--- src/rtl/startup_sequencer.sv ---
// Reset-and-start sequencer: merges reset causes into a stretched sys_rst, then
// emits a delayed start pulse, either one-shot with retrigger or periodic.
module startup_sequencer #(
  parameter int NUM_SRC     = 5,
  parameter int RST_HOLD    = 16,
  parameter int DELAY_W     = 29,
  parameter int START_DELAY = 536870910,
  parameter int PULSE_W     = 1,
  parameter int MODE        = 0
) (
  input  logic               clk,
  input  logic               rst,
  input  logic               eos,
  input  logic [NUM_SRC-1:0] rst_req,
  input  logic [NUM_SRC-1:0] rst_mask,
  input  logic               retrigger,
  output logic               sys_rst,
  output logic               start,
  output logic [1:0]         state,
  output logic [DELAY_W-1:0] delay_cnt
);

  typedef enum logic [1:0] {
    ST_HOLD  = 2'd0,
    ST_DELAY = 2'd1,
    ST_PULSE = 2'd2,
    ST_DONE  = 2'd3
  } state_t;

  localparam int HOLD_W = $clog2(RST_HOLD + 1);
  localparam logic [HOLD_W-1:0]  HOLD_LAST  = HOLD_W'(RST_HOLD);
  localparam logic [DELAY_W-1:0] DELAY_LAST = DELAY_W'(START_DELAY - 1);
  localparam logic [7:0]         PULSE_LAST = 8'(PULSE_W - 1);

  logic [NUM_SRC-1:0] w_req_active;
  logic               w_cause;

  state_t             r_state, w_state_next;
  logic               r_sys_rst, w_sys_rst_next;
  logic               r_start, w_start_next;
  logic [DELAY_W-1:0] r_delay_cnt, w_delay_cnt_next;
  logic [HOLD_W-1:0]  r_hold_cnt, w_hold_cnt_next;
  logic [HOLD_W-1:0]  w_hold_inc;
  logic [7:0]         r_pulse_cnt, w_pulse_cnt_next;

  genvar gi;
  generate
    for (gi = 0; gi < NUM_SRC; gi++) begin : g_req
      assign w_req_active[gi] = rst_req[gi] & ~rst_mask[gi];
    end
  endgenerate

  assign w_cause    = rst | ~eos | (|w_req_active);
  assign w_hold_inc = r_hold_cnt + 1'b1;

  always_comb begin
    w_state_next     = r_state;
    w_sys_rst_next   = r_sys_rst;
    w_start_next     = r_start;
    w_delay_cnt_next = r_delay_cnt;
    w_hold_cnt_next  = r_hold_cnt;
    w_pulse_cnt_next = r_pulse_cnt;
    if (w_cause) begin
      // Any cause overrides every state, including the last pulse cycle.
      w_state_next     = ST_HOLD;
      w_sys_rst_next   = 1'b1;
      w_start_next     = 1'b0;
      w_delay_cnt_next = '0;
      w_hold_cnt_next  = '0;
    end else begin
      case (r_state)
        ST_HOLD: begin
          w_hold_cnt_next = w_hold_inc;
          if (w_hold_inc == HOLD_LAST) begin
            w_state_next     = ST_DELAY;
            w_sys_rst_next   = 1'b0;
            w_delay_cnt_next = '0;
          end
        end
        ST_DELAY: begin
          // delay_cnt freezes at START_DELAY-1 so it never wraps.
          if (r_delay_cnt == DELAY_LAST) begin
            w_state_next     = ST_PULSE;
            w_start_next     = 1'b1;
            w_pulse_cnt_next = '0;
          end else begin
            w_delay_cnt_next = r_delay_cnt + 1'b1;
          end
        end
        ST_PULSE: begin
          if (r_pulse_cnt == PULSE_LAST) begin
            w_start_next = 1'b0;
            if (MODE == 1) begin
              w_state_next     = ST_DELAY;
              w_delay_cnt_next = '0;
            end else begin
              w_state_next = ST_DONE;
            end
          end else begin
            w_pulse_cnt_next = r_pulse_cnt + 1'b1;
          end
        end
        ST_DONE: begin
          if ((MODE == 0) && retrigger) begin
            w_state_next     = ST_DELAY;
            w_delay_cnt_next = '0;
          end
        end
        default: begin
          w_state_next = ST_HOLD;
        end
      endcase
    end
  end

  always_ff @(posedge clk) begin
    if (rst) begin
      r_state     <= ST_HOLD;
      r_sys_rst   <= 1'b1;
      r_start     <= 1'b0;
      r_delay_cnt <= '0;
      r_hold_cnt  <= '0;
      r_pulse_cnt <= '0;
    end else begin
      r_state     <= w_state_next;
      r_sys_rst   <= w_sys_rst_next;
      r_start     <= w_start_next;
      r_delay_cnt <= w_delay_cnt_next;
      r_hold_cnt  <= w_hold_cnt_next;
      r_pulse_cnt <= w_pulse_cnt_next;
    end
  end

  assign sys_rst   = r_sys_rst;
  assign start     = r_start;
  assign state     = r_state;
  assign delay_cnt = r_delay_cnt;

endmodule

--- config.mk ---
export PLATFORM = sky130hd
export DESIGN_NAME = startup_sequencer
export DESIGN_NICKNAME = d
export VERILOG_FILES = /design/src/rtl/startup_sequencer.sv
export SDC_FILE = /design/constraint.sdc
export NUM_CORES = 1
export LEC_CHECK = 0
export ABC_CLOCK_PERIOD_IN_PS = 1900
export CAP_MARGIN = 20
export CELL_PAD_IN_SITES_DETAIL_PLACEMENT = 0
export CELL_PAD_IN_SITES_GLOBAL_PLACEMENT = 2
export CORE_UTILIZATION = 28
export DETAILED_ROUTE_END_ITERATION = 12
export PLACE_DENSITY_LB_ADDON = 0.1
export SLEW_MARGIN = 20
export SYNTH_ARGS = -nofsm -noshare
export SYNTH_HDL_FRONTEND = slang
export SYNTH_SLANG_ARGS = --single-unit
--- constraint.sdc ---
create_clock -name clk -period 1.9 [get_ports clk]
set_input_delay 0.19 -clock clk [delete_from_list [all_inputs] [get_ports clk]]
set_output_delay 0.19 -clock clk [all_outputs]
set_load 0.05 [all_outputs]
* After elaboration in Yosys (flattened, before gate mapping)
Index checks and enable logic that the tools add are counted.
Operators by class: $add $sub $neg 3, reductions and logical operators 11, mux-type cells 15, bitwise operators 14, equality and inequality tests 11
Operator list (count):
- $mux W29 | 3
- $pmux W29 S3 | 1
- $add A29 B1 Y29 const B | 1
- $eq A29 B29 Y1 const B | 1
- $mux W8 | 2
- $pmux W8 S2 | 1
- $ne A2 B2 Y1 const B | 6
- $reduce_and A4 Y1 | 3
- $add A8 B1 Y8 const B | 1
- $logic_not A8 Y1 | 1
- $mux W2 | 4
- $pmux W2 S4 | 1
- $not A1 Y1 | 7
- $add A5 B1 Y5 const B | 1
- $and A1 B1 Y1 | 5
- $eq A5 B5 Y1 const B | 1
- $reduce_or A5 Y1 | 1
- $eq A2 B2 Y1 const B | 2
- $reduce_and A3 Y1 | 1
- $reduce_bool A3 Y1 | 1
- $eq A2 B1 Y1 const B | 1
- $logic_not A2 Y1 | 1
- $mux W1 | 2
- $or A1 B1 Y1 | 2
- other kinds (4) | 4
Storage, ports and cells: word-level logic and storage cells 60, register bits after elaboration 46, output and inout port bits 33

* Depth between registers and ports, before layout
Gate-level depths: netlist of the first run.
depth in word-level cells 6, mapped depth 10

* Worst setup path after synthesis of the first run
No wires, ideal clock.
kind flip-flop to flip-flop, from register r_state[0] (netlist: state[0]), to register r_pulse_cnt[5], library setup time 0.070 ns, arrival 2.317 ns, cell stages (with the launch flop) 10, buffers on the path 1, clock period less this slack 2.386 ns, slack -0.486 ns, cell sequence dfxtp_1 -> inv_1 -> ha_1 -> buf_2 -> clkinv_1 -> nor4b_1 -> a21oi_1 -> nand3_4 -> or4_1 -> a21oi_1
Between the ends: longest elaborated chain between the ends 3
RTL lines:
- from (decl) | RTL line 38 | state_t r_state, w_state_next;
- from (signal assigned) | RTL line 125 | r_state <= w_state_next;
- $eq A2 B2 Y1 / $eq A2 B1 Y1 (equally long branches) | RTL line 71 | case (r_state)
- $ne A2 B2 Y1 (no source line) / $reduce_bool A2 Y1 (equally long branches)
- $reduce_and A4 Y1 (no source line)
- to (signal assigned) | RTL line 130 | r_pulse_cnt <= w_pulse_cnt_next;
- to (decl) | RTL line 44 | logic [7:0] r_pulse_cnt, w_pulse_cnt_next;
Parallel ways exist; a longest one is shown, timed or not. A chain may end at the register's enable or synchronous reset.

* Worst setup path after layout of the first run
from register r_pulse_cnt[0], to register r_state[0] (netlist: state[0])
Between the ends: longest elaborated chain between the ends 3
RTL lines:
- $logic_not A8 Y1 | RTL line 91 | if (r_pulse_cnt == PULSE_LAST) begin
- $ne A2 B2 Y1 (no source line)
- $reduce_and A4 Y1 (no source line)
Every way passes these cells.

==> results.yml, run 1 <==
status:
  status: "finished with violations"
  violations: "DRC, setup timing"
grt:
  grt_pass1_vias: 2806
  grt_usage_pct: 17.4
  grt_overflow: 0
  grt_pass1_wl_um: 14200
  antenna_found_initial: 0
  grt_max_degree: 25
logic_synthesis:
  yosys.cell_types.count: 60
  synth.most_common_cell: "dfxtp_1"
  synth_top_family_by_area: "simple AND/OR/NAND/NOR gates"
  synthAdderAreaFrac_pct: 4.92
  syn-num-nets: 365
  synthSimpleGateAreaFrac_pct: 29.9
  synthTopCellsByArea: "dfxtp_1 (33%), o21ai_0 (6.6%), a31oi_1 (4.9%)"
  yosys_warnings: 0
  synth_cells: 340
  yosys_register_bits: 46
  syn_avg_cell_area_um2: 8.22
  synth.mux.area_fraction_pct: 0.358
  async_flop_share_pct: 0
  yosysTopAreaCellShare_pct: 32.9
  synth-compound-area-share_pct: 25.9
  synth_top_area_cell: "dfxtp_1"
  synth_area_um2: 2800
  yosys-top-cells-count: "dfxtp_1 (46), o21ai_0 (37), nand2_1 (24), a31oi_1 (22), nand3_1 (18)"
  synth_xor_area_share_pct: 1.25
  synth_edf_count: 0
  ys.flop_type: "dfxtp_1"
  synth-seq-area-share_pct: 32.9
sta:
  finalSetupTns_ns: -1.25
  fin_crit_sh_pct: 109
  fin_skew_ns: 0.00842
  finalCriticalPeriod_ns: 2.07
  hold_slack_ns: 0.452
  worst_pin_slew_ns: 0.510
  final-hold-violation-count: 0
  final-setup-viol-count: 16
  fmax_mhz: 483
  maxSlewHeadroom_pct: 65.9
  layout_setup_ws_ns: -0.172
  slew_viol_final: 0
  rsz0062_at_grt: "yes"
critical_path:
  cp_cell_sequence: "inv_2, ha_4, or4b_4, or4_4, a221o_1, nand3_1, o31ai_2"
  reg2reg_depth: 7
  cpLargestDelayFamily: "simple AND/OR/NAND/NOR gates"
  critPathBufInv: 1
  r2r_slack_ns: -0.17
  cp.depth: 7
  setup.worst_path.start_class: "flip-flop"
  crit_slowest_cell: "or4b_4"
  cpPeakStageDelay_ns: 0.47
  crit_required_ns: 2.09
  r2r_end: "state[0]"
  critical_path_class: "flip-flop to flip-flop"
  end_kind: "flip-flop"
  cp_data_arrival_time_ns: 2.27
  worst-path-max-fanout: 4
  rr_startpoint: "r_pulse_cnt[0]"
placed_design:
  dpl.hpwl_um: 6470
  dpl.cell_count: 571
  port_buffers: 46
  dpl_worst_slack_ns: -0.295
  place_area_um2: 4000
  gp_congestion: 0.793
cells_and_area:
  finish.utilization_pct: 46.3
  area_delta_synth_final_pct: 61.3
  drive_gt1_share_pct: 40.6
  finalNonFillerCells: 586
  num_antenna_cells: 0
  final_area_um2: 4510
  nets: 477
floorplan:
  initial_core_util_pct: 28.7
  dieArea_um2: 10400
  pin_count: 47
  core_area_um2: 9730
  rows: 36
  die_h_um: 102
  fp.dieW_um: 102
detailed_routing:
  wl_um: 8980
  drcViolationCount: 1
  first_pass_iters: 8
  drt_iter0_markers: 120
  vias: 3002
  via_per_inst: 5.12
  post_drt_wl_per_cell_um: 15.3
  ant_nets: 0
job:
  drv_cap: 0
power_and_ir_drop:
  power_leakage_nw: 1.71
  p_total_mw: 1.77
  powerDensity_nw_per_um2: 392
  vdd_ir_drop_max_mv: 0.293
cts:
  cts_num_sinks: 46
  htreeDepth: 2
  ctsHoldBuffers: 0
  cts_tree: "done"
  root_buffer: "clkbuf_8"
  insertion_delay_ns: 0.30
  clk_pin_slew_ns: 0.09
  clockBufferDepth: 2
  cts_buffers: 5
min_path:
  whs_path_depth: 1
  hp-class: "flip-flop to flip-flop"
  holdPathEnd: "delay_cnt[28]"
  worstHoldStart: "delay_cnt[28]"
==> where the power goes <==
group	switching (mW)	internal (mW)	total, mW
Sequential	0.000852	0.939	0.940
Combinational	0.0337	0.0482	0.0819
Clock	0.353	0.395	0.748
Total	0.388	1.38	1.77
==> cell families (layout without fill, tap and decap cells) <==
kind of cell,count (synthesis),count (layout)
compound gates,112,112
xor+xnor,4,4
fa+ha+maj,11,11
buf+inv,29,142
flops,46,46
mux,1,1
simple gates,137,137
==> cell usage in the layout (no fill, tap or decap), drive strengths merged, types with 9 or more instances in the layout <==
cell type / instances
a21oi: 17
a31oi: 23
and3: 13
and4: 9
buf: 76
clkbuf: 9
clkdlybuf4s50: 45
dfxtp: 46
ha: 11
inv: 9
nand2: 25
nand2b: 9
nand3: 19
nand4: 16
nor2: 16
o21ai: 46
==> per-layer routing <==
metal / GRT usage, % / vias to the layer above / routed length [um]
met1: 25.2 / 1414 / 4600
met4: 4.62 / 0 / 128
met3: 2.67 / 10 / 271
met2: 26.9 / 62 / 3970
li1: - / 1516 / -
met5: 0 / - / 0
==> flip-flops by register name, summed over array words and instances (netlist names) <==
name / flops
r_pulse_cnt: 8
start: 1
sys_rst: 1
state: 2
r_hold_cnt: 5
delay_cnt: 29
==> area by class of cell <==
class	instances	area, um2
Fill cell	995	5220
Multi-Input combinational cell	265	2060
Timing Repair Buffer	124	1130
Sequential cell	46	1010
Tap cell	133	166
Clock buffer	7	76.3
Inverter	10	38.8
Clock inverter	1	30.0
==> worst max-delay path by stage <==
| stage | startpoint | to | slack, ns |
|---|---|---|---|
| 6_report | r_pulse_cnt[0] | state[0] | -0.17 |
| 5_1_grt | r_pulse_cnt[0] | r_pulse_cnt[7] | -0.24 |
| 4_1_cts | r_pulse_cnt[1] | state[0] | -0.20 |
| 3_5_place_dp | eos | r_pulse_cnt[5] | -0.30 |
| 3_3_place_gp | eos | r_pulse_cnt[5] | -0.23 |
| 2_1_floorplan | r_pulse_cnt[0] | state[0] | -0.09 |
==> repair_timing <==
item,4_1_cts,5_1_grt
pin swaps,8,42
setup buffers,1,4
endpoints found under the hold margin,0,0
gates resized for setup,21,75
gates cloned,0,2
setup endpoints to repair,39,40
Note: power is estimated with default switching activity, not from simulation.
==> run 2, diff against run 1 <==
--- a/config.mk
+++ b/config.mk
@@ -11,6 +11,7 @@
 export CELL_PAD_IN_SITES_GLOBAL_PLACEMENT = 2
 export CORE_UTILIZATION = 28
 export DETAILED_ROUTE_END_ITERATION = 12
+export GPL_TIMING_DRIVEN = 0
 export PLACE_DENSITY_LB_ADDON = 0.1
 export SLEW_MARGIN = 20
 export SYNTH_ARGS = -nofsm -noshare
==> results.yml, run 2 (synthesis gave the netlist of run 1 again) <==
sta:
  maxSlewHeadroom_pct: 65.9
  final-hold-violation-count: 0
  hold_slack_ns: 0.0855
  final-setup-viol-count: 10
  worst_pin_slew_ns: 0.510
  fmax_mhz: 484
  fin_crit_sh_pct: 109
  rsz0062_at_grt: "yes"
  finalCriticalPeriod_ns: 2.07
  slew_viol_final: 0
  fin_skew_ns: 0.0123
  layout_setup_ws_ns: -0.167
grt:
  grt_pass1_vias: 2720
  grt_util_met3_pct: 3.08
  grt_pass1_wl_um: 14600
  busiest_layer: "met2"
  antenna_found_initial: 0
  grt_overflow: 0
  global_route.usage.met1_pct: 26.4
  grt_max_degree: 14
  grt_usage_pct: 18.1
  grt_util_met2_pct: 27.4
critical_path:
  setup.worst_path.start_class: "flip-flop"
  cp.depth: 7
  cpPeakStageDelay_ns: 0.45
  rr_startpoint: "r_pulse_cnt[0]"
  critPathBufInv: 1
  reg2reg_depth: 7
  cpLargestDelayFamily: "simple AND/OR/NAND/NOR gates"
  cp_cell_sequence: "inv_2, ha_4, or4b_4, or4_4, a221o_1, nand3_1, o31ai_2"
  r2r_slack_ns: -0.17
  end_kind: "flip-flop"
  worst-path-max-fanout: 4
  r2r_end: "state[0]"
  critical_path_class: "flip-flop to flip-flop"
  cp_data_arrival_time_ns: 2.26
  crit_required_ns: 2.09
  crit_slowest_cell: "or4b_4"
cts:
  cts_buffers: 5
  cts_num_sinks: 46
  cts_tree: "done"
  htreeDepth: 2
  insertion_delay_ns: 0.31
  clockBufferDepth: 2
  root_buffer: "clkbuf_8"
  clk_pin_slew_ns: 0.09
detailed_routing:
  drt_iter0_markers: 111
  vias: 2910
  first_pass_iters: 4
  drcViolationCount: 0
  post_drt_wl_per_cell_um: 16.3
  wl_um: 9030
  ant_nets: 0
  via_per_inst: 5.26
floorplan:
  initial_core_util_pct: 28.7
  core_area_um2: 9730
  rows: 36
  pin_count: 47
  fp.dieW_um: 102
  dieArea_um2: 10400
  die_h_um: 102
cells_and_area:
  mostFrequentLayoutCells: "clkdlybuf4s50_1 (41), o21ai_1 (29), buf_4 (25)"
  num_antenna_cells: 0
  final_common_cell: "clkdlybuf4s50_1"
  drive_gt1_share_pct: 37.4
  largest_register_ffs: 29
  area_delta_synth_final_pct: 52.3
  finalNonFillerCells: 553
  nets: 444
status:
  status: "finished with violations"
  violations: "setup timing"
placed_design:
  port_buffers: 45
  dpl.cell_count: 518
  dpl.hpwl_um: 6120
  dpl_worst_slack_ns: -0.579
  gp_congestion: 0.753
min_path:
  whs_path_depth: 2
  holdPathEnd: "r_pulse_cnt[6]"
  worstHoldStart: "rst"
  hp-class: "primary input to flip-flop"
power_and_ir_drop:
  power_leakage_nw: 1.53
  vdd_ir_drop_max_mv: 0.224
  powerDensity_nw_per_um2: 386
job:
  drv_cap: 0
## run 2: changes by cell type in the layout (fill, tap and decap cells not counted), sizes merged
cell and delta:
dlymetal6s2s +3, clkbuf +1, buf -32, clkdlybuf4s50 -4, bufinv -1
## run 2: worst max path at each step
stage,start,to
floorplan,r_pulse_cnt[0],state[0]
global placement,eos,delay_cnt[21]
detailed placement,eos,delay_cnt[21]
CTS,r_pulse_cnt[0],state[0]
global route,r_pulse_cnt[0],state[0]
finish,r_pulse_cnt[0],state[0]
## run 2: repair_timing
item                                    CTS  global route
gates cloned                              1             1
buffers inserted                         15            14
hold endpoints to repair                  0             0
endpoints found under the setup margin   39            41
gates resized for setup                  49            88
hold buffers                              0             0
pin swaps                                14            28
## run 2: worst register-to-register path, delay by kind of cell (launching register included)
kind,cells,cell delay [ns]
buf+inv,1,0.07
compound gates,2,0.43
simple gates,3,0.99
flops,1,0.33
fa+ha+maj,1,0.12
## run 2: stage by stage
stage	cell area (um2)	utilization [%]	power, mW	setup TNS (ns)
floorplan	2940	-	0.991	-0.216
global placement	3550	36.5	1.03	-15.07
detailed placement	3550	36.5	1.03	-15.41
CTS	3920	40.3	1.66	-1.74
global route	4260	43.8	1.72	-2.28
finish	4260	43.8	1.65	-0.881
## run 2: power by group
part           internal (mW)  switching (mW)  leakage [nW]
Sequential             0.937         0.00147         0.394
Clock                  0.263           0.366        0.0395
Combinational         0.0438          0.0342          1.09
Total                   1.24           0.401          1.53
## run 2: layout make-up
type                            instances  area, um2
Buffer                                 15        139
Clock buffer                            8       80.1
Fill cell                            1020       5470
Inverter                               10       42.5
Multi-Input combinational cell        265       2080
Sequential cell                        46       1010
Tap cell                              133        166
Timing Repair Buffer                   76        746
## run 2: per-layer routing
layer	vias to the layer above	routed length, um
met3	7	379
met2	60	4010
met4	0	119
met5	-	0
met1	1394	4520
li1	1449	-
==> run 3, diff against run 2 <==
--- a/config.mk
+++ b/config.mk
@@ -13,7 +13,7 @@
 export DETAILED_ROUTE_END_ITERATION = 12
 export GPL_TIMING_DRIVEN = 0
 export PLACE_DENSITY_LB_ADDON = 0.1
-export SLEW_MARGIN = 20
+export SLEW_MARGIN = 40
 export SYNTH_ARGS = -nofsm -noshare
 export SYNTH_HDL_FRONTEND = slang
 export SYNTH_SLANG_ARGS = --single-unit
==> results of run 3 <==
Same layout as run 2: the final DEF is identical, and so are final timing and power.
